### src/rtl/ysyx_24090003_lsu_pkg.sv
// Shared encodings for the LSU: memory-op codes, FSM states, exception codes
// and small op-classification helpers.
package ysyx_24090003_lsu_pkg;

    typedef enum logic [3:0] {
        OP_NONE = 4'd0,
        OP_LB   = 4'd1,
        OP_LH   = 4'd2,
        OP_LW   = 4'd3,
        OP_LBU  = 4'd4,
        OP_LHU  = 4'd5,
        OP_SB   = 4'd6,
        OP_SH   = 4'd7,
        OP_SW   = 4'd8
    } mem_op_e;

    typedef enum logic [1:0] {
        ST_IDLE = 2'd0,
        ST_REQ  = 2'd1,
        ST_RSP  = 2'd2,
        ST_OUT  = 2'd3
    } lsu_state_e;

    localparam logic [1:0] EXC_NONE     = 2'd0;
    localparam logic [1:0] EXC_MISALIGN = 2'd1;
    localparam logic [1:0] EXC_BUS      = 2'd2;
    localparam logic [1:0] EXC_TIMEOUT  = 2'd3;

    function automatic logic op_is_load(input logic [3:0] op);
        return (op == OP_LB) || (op == OP_LH) || (op == OP_LW) ||
               (op == OP_LBU) || (op == OP_LHU);
    endfunction

    function automatic logic op_is_store(input logic [3:0] op);
        return (op == OP_SB) || (op == OP_SH) || (op == OP_SW);
    endfunction

    function automatic logic op_is_mem(input logic [3:0] op);
        return op_is_load(op) || op_is_store(op);
    endfunction

    // Byte ops can never be misaligned; codes 9..15 behave like NONE.
    function automatic logic op_misaligned(input logic [3:0] op, input logic [1:0] lane);
        logic w_half;
        logic w_word;
        w_half = (op == OP_LH) || (op == OP_LHU) || (op == OP_SH);
        w_word = (op == OP_LW) || (op == OP_SW);
        return (w_half && lane[0]) || (w_word && (lane != 2'b00));
    endfunction

endpackage

### src/rtl/ysyx_24090003_lsu_align.sv
// Combinational lane logic: load extraction from the read word and store
// data replication / byte-strobe generation.
module ysyx_24090003_lsu_align
    import ysyx_24090003_lsu_pkg::*;
(
    input  logic [3:0]  i_mem_op,
    input  logic [1:0]  i_lane,
    input  logic [31:0] i_store_data,
    input  logic [31:0] i_rdata,
    output logic [31:0] o_load_data,
    output logic [31:0] o_wdata,
    output logic [3:0]  o_wstrb
);

    logic [7:0]  w_byte;
    logic [15:0] w_half;

    assign w_byte = i_rdata[{i_lane, 3'b000} +: 8];
    assign w_half = i_rdata[{i_lane[1], 4'b0000} +: 16];

    always_comb begin
        o_load_data = 32'd0;
        o_wdata     = 32'd0;
        o_wstrb     = 4'd0;
        case (i_mem_op)
            OP_LB:  o_load_data = {{24{w_byte[7]}}, w_byte};
            OP_LBU: o_load_data = {24'd0, w_byte};
            OP_LH:  o_load_data = {{16{w_half[15]}}, w_half};
            OP_LHU: o_load_data = {16'd0, w_half};
            OP_LW:  o_load_data = i_rdata;
            OP_SB: begin
                o_wdata = {4{i_store_data[7:0]}};
                o_wstrb = 4'b0001 << i_lane;
            end
            OP_SH: begin
                o_wdata = {2{i_store_data[15:0]}};
                o_wstrb = 4'b0011 << {i_lane[1], 1'b0};
            end
            OP_SW: begin
                o_wdata = i_store_data;
                o_wstrb = 4'b1111;
            end
            default: ;
        endcase
    end

endmodule

### src/rtl/ysyx_24090003_lsu.sv
// Load/store unit: one transaction in flight, request/grant memory port,
// bounded wait with timeout, registered writeback handshake.
//   state | meaning
//   IDLE  | o_ready high, waiting for an instruction
//   REQ   | o_mem_req high, waiting for grant
//   RSP   | granted, waiting for rvalid
//   OUT   | result presented on o_valid until i_ready
module ysyx_24090003_lsu
    import ysyx_24090003_lsu_pkg::*;
#(
    parameter int unsigned TIMEOUT_CYC = 255
) (
    input  logic        i_clk,
    input  logic        i_rst_n,
    input  logic        i_valid,
    output logic        o_ready,
    input  logic [31:0] i_alu_result,
    input  logic [31:0] i_store_data,
    input  logic [3:0]  i_mem_op,
    input  logic [4:0]  i_rd,
    input  logic        i_rd_wen,
    output logic        o_mem_req,
    input  logic        i_mem_gnt,
    output logic        o_mem_we,
    output logic [31:0] o_mem_addr,
    output logic [31:0] o_mem_wdata,
    output logic [3:0]  o_mem_wstrb,
    input  logic        i_mem_rvalid,
    input  logic [31:0] i_mem_rdata,
    input  logic        i_mem_err,
    output logic        o_valid,
    input  logic        i_ready,
    output logic [31:0] o_wb_data,
    output logic [4:0]  o_rd,
    output logic        o_rd_wen,
    output logic        o_exc,
    output logic [1:0]  o_exc_code
);

    lsu_state_e  r_state;
    logic [3:0]  r_op;
    logic [31:0] r_addr;
    logic [31:0] r_sdata;
    logic [4:0]  r_rd;
    logic        r_rd_wen;
    logic [15:0] r_cnt;
    logic        r_ready;
    logic        r_mem_req;
    logic        r_valid;
    logic [31:0] r_wb_data;
    logic        r_rd_wen_out;
    logic        r_exc;
    logic [1:0]  r_exc_code;

    logic [31:0] w_load_data;
    logic [31:0] w_wdata;
    logic [3:0]  w_wstrb;
    logic [16:0] w_cnt_nxt;
    logic        w_timeout;
    logic        w_rsp_hit;
    logic        w_store;
    logic [31:0] w_rsp_wb;
    logic        w_rsp_wen;

    ysyx_24090003_lsu_align u_align (
        .i_mem_op     (r_op),
        .i_lane       (r_addr[1:0]),
        .i_store_data (r_sdata),
        .i_rdata      (i_mem_rdata),
        .o_load_data  (w_load_data),
        .o_wdata      (w_wdata),
        .o_wstrb      (w_wstrb)
    );

    assign w_cnt_nxt = {1'b0, r_cnt} + 17'd1;
    assign w_timeout = (w_cnt_nxt == 17'(TIMEOUT_CYC));
    // A response counts in REQ only together with the grant.
    assign w_rsp_hit = i_mem_rvalid && ((r_state == ST_RSP) || ((r_state == ST_REQ) && i_mem_gnt));
    assign w_store   = op_is_store(r_op);
    assign w_rsp_wb  = (i_mem_err || w_store) ? 32'd0 : w_load_data;
    assign w_rsp_wen = !i_mem_err && !w_store && r_rd_wen;

    always_ff @(posedge i_clk or negedge i_rst_n) begin
        if (!i_rst_n) begin
            r_state      <= ST_IDLE;
            r_op         <= OP_NONE;
            r_addr       <= 32'd0;
            r_sdata      <= 32'd0;
            r_rd         <= 5'd0;
            r_rd_wen     <= 1'b0;
            r_cnt        <= 16'd0;
            r_ready      <= 1'b0;
            r_mem_req    <= 1'b0;
            r_valid      <= 1'b0;
            r_wb_data    <= 32'd0;
            r_rd_wen_out <= 1'b0;
            r_exc        <= 1'b0;
            r_exc_code   <= EXC_NONE;
        end else begin
            case (r_state)
                ST_IDLE: begin
                    r_ready <= 1'b1;
                    if (i_valid && r_ready) begin
                        r_ready  <= 1'b0;
                        r_op     <= i_mem_op;
                        r_addr   <= i_alu_result;
                        r_sdata  <= i_store_data;
                        r_rd     <= i_rd;
                        r_rd_wen <= i_rd_wen;
                        if (!op_is_mem(i_mem_op)) begin
                            r_state      <= ST_OUT;
                            r_valid      <= 1'b1;
                            r_wb_data    <= i_alu_result;
                            r_rd_wen_out <= i_rd_wen;
                            r_exc        <= 1'b0;
                            r_exc_code   <= EXC_NONE;
                        end else if (op_misaligned(i_mem_op, i_alu_result[1:0])) begin
                            r_state      <= ST_OUT;
                            r_valid      <= 1'b1;
                            r_wb_data    <= 32'd0;
                            r_rd_wen_out <= 1'b0;
                            r_exc        <= 1'b1;
                            r_exc_code   <= EXC_MISALIGN;
                        end else begin
                            r_state   <= ST_REQ;
                            r_mem_req <= 1'b1;
                            r_cnt     <= 16'd0;
                        end
                    end
                end
                ST_REQ, ST_RSP: begin
                    r_cnt <= w_cnt_nxt[15:0];
                    if (w_rsp_hit) begin
                        r_state      <= ST_OUT;
                        r_mem_req    <= 1'b0;
                        r_valid      <= 1'b1;
                        r_wb_data    <= w_rsp_wb;
                        r_rd_wen_out <= w_rsp_wen;
                        r_exc        <= i_mem_err;
                        r_exc_code   <= i_mem_err ? EXC_BUS : EXC_NONE;
                    end else if (w_timeout) begin
                        r_state      <= ST_OUT;
                        r_mem_req    <= 1'b0;
                        r_valid      <= 1'b1;
                        r_wb_data    <= 32'd0;
                        r_rd_wen_out <= 1'b0;
                        r_exc        <= 1'b1;
                        r_exc_code   <= EXC_TIMEOUT;
                    end else if ((r_state == ST_REQ) && i_mem_gnt) begin
                        r_state   <= ST_RSP;
                        r_mem_req <= 1'b0;
                    end
                end
                ST_OUT: begin
                    if (i_ready) begin
                        r_state <= ST_IDLE;
                        r_valid <= 1'b0;
                        r_ready <= 1'b1;
                    end
                end
                default: r_state <= ST_IDLE;
            endcase
        end
    end

    assign o_ready     = r_ready;
    assign o_mem_req   = r_mem_req;
    assign o_mem_we    = w_store;
    assign o_mem_addr  = {r_addr[31:2], 2'b00};
    assign o_mem_wdata = w_wdata;
    assign o_mem_wstrb = w_wstrb;
    assign o_valid     = r_valid;
    assign o_wb_data   = r_wb_data;
    assign o_rd        = r_rd;
    assign o_rd_wen    = r_rd_wen_out;
    assign o_exc       = r_exc;
    assign o_exc_code  = r_exc_code;

endmodule
### config.mk
export PLATFORM = sky130hd
export DESIGN_NAME = ysyx_24090003_lsu
export DESIGN_NICKNAME = d
export VERILOG_FILES = /design/src/rtl/ysyx_24090003_lsu_pkg.sv /design/src/rtl/ysyx_24090003_lsu_align.sv /design/src/rtl/ysyx_24090003_lsu.sv
export SDC_FILE = /design/constraint.sdc
export NUM_CORES = 1
export LEC_CHECK = 0
export CAP_MARGIN = 0
export CORE_MARGIN = 4
export CORE_UTILIZATION = 45
export DETAILED_ROUTE_END_ITERATION = 10
export PLACE_DENSITY_LB_ADDON = 0.12
export SLEW_MARGIN = 20
export SYNTH_ARGS = -nofsm -noshare
export SYNTH_HDL_FRONTEND = slang
export SYNTH_SLANG_ARGS = --single-unit
### constraint.sdc
create_clock -name i_clk -period 6.44 [get_ports i_clk]
set_clock_uncertainty 0.1 [all_clocks]
set_input_delay 1.932 -clock i_clk [delete_from_list [all_inputs] [get_ports i_clk]]
set_output_delay 1.932 -clock i_clk [all_outputs]
set_load 0.02 [all_outputs]
==> results.py <==
metrics = {
    "outcome": {
        "status": "finished, final reports clean",
    },
    "min_path": {
        "worstHoldStart": "o_valid$_DFFE_PN0P_",
        "min_path_type": "reg2reg",
        "min_path_cells": 1,
    },
    "layout": {
        "insertedDiodeCount": 0,
        "fin_nets": 1019,
        "fin_cells": 1132,
        "syn2layout_area_growth_pct": 37.1,
        "layout-drive-gt1-share_pct": 17.3,
        "postLayoutCoreUtil_pct": 62.7,
        "fin_area_mm2": 0.0104,
    },
    "yosys": {
        "ys_seq_area_share_pct": 43.4,
        "synthCells": 725,
        "ys_types": 68,
        "synth_warnings": 0,
        "ys.flop_type": "dfrtp_1",
        "synth_edf_count": 0,
        "async_flop_share_pct": 100,
        "synth_seq_cells": 131,
        "syn_avg_cell_area_um2": 10.4,
        "synthesis.area_mm2": 0.00755,
    },
    "placed_design": {
        "place.gp.congestion": 0.848,
        "dp_hpwl_mm": 16.3,
        "dp.cells": 1099,
        "placed_cell_area_mm2": 0.00970,
        "portBuffers": 223,
        "post-place-ws_ns": 1.44,
    },
    "clocking": {
        "h-tree-depth": 4,
        "numCtsBuffers": 17,
        "ctsHoldBuffers": 0,
        "cts_tree": "done",
        "root_buffer": "clkbuf_16",
        "path_clk_slew_ns": 0.06,
        "cts_sinks": 131,
        "cts_buffer_depth": 2,
        "clkLatencyLatePin_ns": 0.42,
        "cts.repair.resized": 0,
        "post_cts_buffers": 0,
    },
    "worst_setup_path": {
        "worstSetupPathType": "reg2out",
        "rr_startpoint": "r_state[0]$_DFFE_PN0P_",
        "r2r_cells": 7,
        "crit_arrival_ns": 3.22,
        "crit_start": "r_op[1]$_DFFE_PN0P_",
        "cp_data_required_time_ns": 4.41,
        "cp_max_fo": 17,
        "worstSetupEndpointType": "output port",
        "critPathLaunchType": "register",
    },
    "global_routing": {
        "grt_first_pass_wirelength_mm": 34.3,
        "gr-total-overflow": 0,
        "grt_pass1_vias": 6330,
        "track_usage_pct": 23.4,
        "antenna_found_initial": 0,
        "grt_max_degree": 84,
    },
    "pwr": {
        "power_leakage_nw": 4.23,
        "ir_worst_vdd_mv": 0.270,
        "total_power_mw": 5.19,
        "powerDensity_mw_per_mm2": 501,
    },
    "timing": {
        "slew_headroom_pct": 34.9,
        "fin_setup_tns_ns": 0,
        "setup_viol": 0,
        "fin_hold_ws_ns": 0.397,
        "hold_violations": 0,
        "fin_crit_sh_pct": 81.6,
        "slew_violations": 0,
        "rsz0062_at_grt": "no",
        "min_period_ns": 5.25,
        "worstMarginPinSlew_ns": 0.977,
        "fmax_ghz": 0.190,
        "setup_slack_ns": 1.19,
    },
    "floorplan": {
        "io_pins": 226,
        "die_y_um": 138,
        "initial_core_util_pct": 45.7,
        "die_w_um": 138,
        "fp-row-count": 47,
        "core_area_mm2": 0.0165,
        "die_area_mm2": 0.0189,
    },
    "detailed_routing": {
        "drtIter0Drc": 471,
        "routed_wl_mm": 22.4,
        "route.detailed.drc": 0,
        "vias": 6396,
        "ant_nets": 0,
        "vias_per_cell": 5.65,
        "first_pass_iters": 5,
        "wl_per_cell_um": 19.8,
    },
    "job": {
        "drv_cap": 0,
    },
}
state kept, by name (all words and copies together) (netlist names), 2 cells and up:
register,cells
o_exc_code,2
o_wb_data,32
r_addr,32
o_rd,5
r_sdata,32
r_cnt,16
r_state,2
r_op,4
cells by family after synthesis:
| kind of cell | share of synthesized area, % |
|---|---|
| mux | 19.9 |
| flops | 43.4 |
| simple gates | 11.0 |
| compound gates | 16.5 |
| buf+inv | 7.39 |
| fa+ha+maj | 1.29 |
| xor+xnor | 0.464 |
| other cells | 0.0496 |
synth_stat cells (11+ instances only):
| cell | instances | share of area [%] |
|---|---|---|
| o21ai_0 | 50 | 3.3 |
| mux2_2 | 85 | 13 |
| nand2_1 | 61 | 3.0 |
| mux2i_1 | 37 | 4.9 |
| a21oi_1 | 41 | 2.7 |
| inv_1 | 32 | 1.6 |
| nand3_1 | 11 | 0.73 |
| a22o_1 | 38 | 4.4 |
| nor2_1 | 13 | 0.65 |
| dfrtp_1 | 131 | 43 |
| buf_4 | 32 | 3.2 |
| clkbuf_1 | 33 | 1.6 |
path summary, 6_finish.rpt:
| check | endpoint | slack, ns |
|---|---|---|
| worst max-delay path | o_mem_wstrb[0] | 1.19 |
| worst min-delay path | o_valid$_DFFE_PN0P_ | 0.40 |
| worst max register to register | o_wb_data[20]$_DFFE_PN0P_ | 2.93 |
| worst min register to register | o_valid$_DFFE_PN0P_ | 0.40 |
| max in group asynchronous | o_wb_data[0]$_DFFE_PN0P_ | 3.58 |
| min in group asynchronous | r_addr[12]$_DFFE_PN0P_ | 1.48 |
where the power goes:
group	internal (mW)	switching (mW)	total, mW
clock	0.663	0.387	1.05
combinational	1.29	1.38	2.67
sequential	1.17	0.305	1.47
total	3.12	2.07	5.19
routing by layer:
metal	global-route usage [%]	wire (um)	share of wire, %
met1	29.5	8990	40
met2	38.9	11100	49
met3	6.79	1920	8.5
met4	7.37	447	2.0
met5	0	0	0
critical path, stage by stage (launching register included):
cell and delay (ns):
dfrtp_1 0.67, nand2_1 0.09, nor2_1 0.69, o21ai_0 0.24, o21ai_0 0.39, clkdlybuf4s50_1 0.71
final cells by class:
class / instances / area (um2)
clock buffer: 18 / 439
clock inverter: 14 / 199
fill: 1335 / 6170
inverter: 32 / 120
multi-input combinational: 487 / 3760
sequential: 131 / 3280
tap: 220 / 275
timing repair buffer: 230 / 2290
placed cells by master, fill, tap and decap left out, types with 6 or more instances in the layout:
cell type        Yosys  final
nand3_1             11     10
and2_1               9      9
clkdlybuf4s50_1      0    222
dfrtp_1            131    131
mux2_4              10     10
clkbuf_16            0     17
nor3_1              10     10
a22o_1              38     38
o21ai_0             50     50
a221oi_1             8      8
nand2b_1            10     10
ha_1                 7      7
mux2i_1             37     37
nor2_1              13     12
a22oi_1              8      8
mux2_2              85     85
buf_4               32      6
a21oi_1             41     41
inv_1               32     32
nand2_1             61     61
or2_2                6      6
No activity file was read; power rests on OpenSTA's default activity.
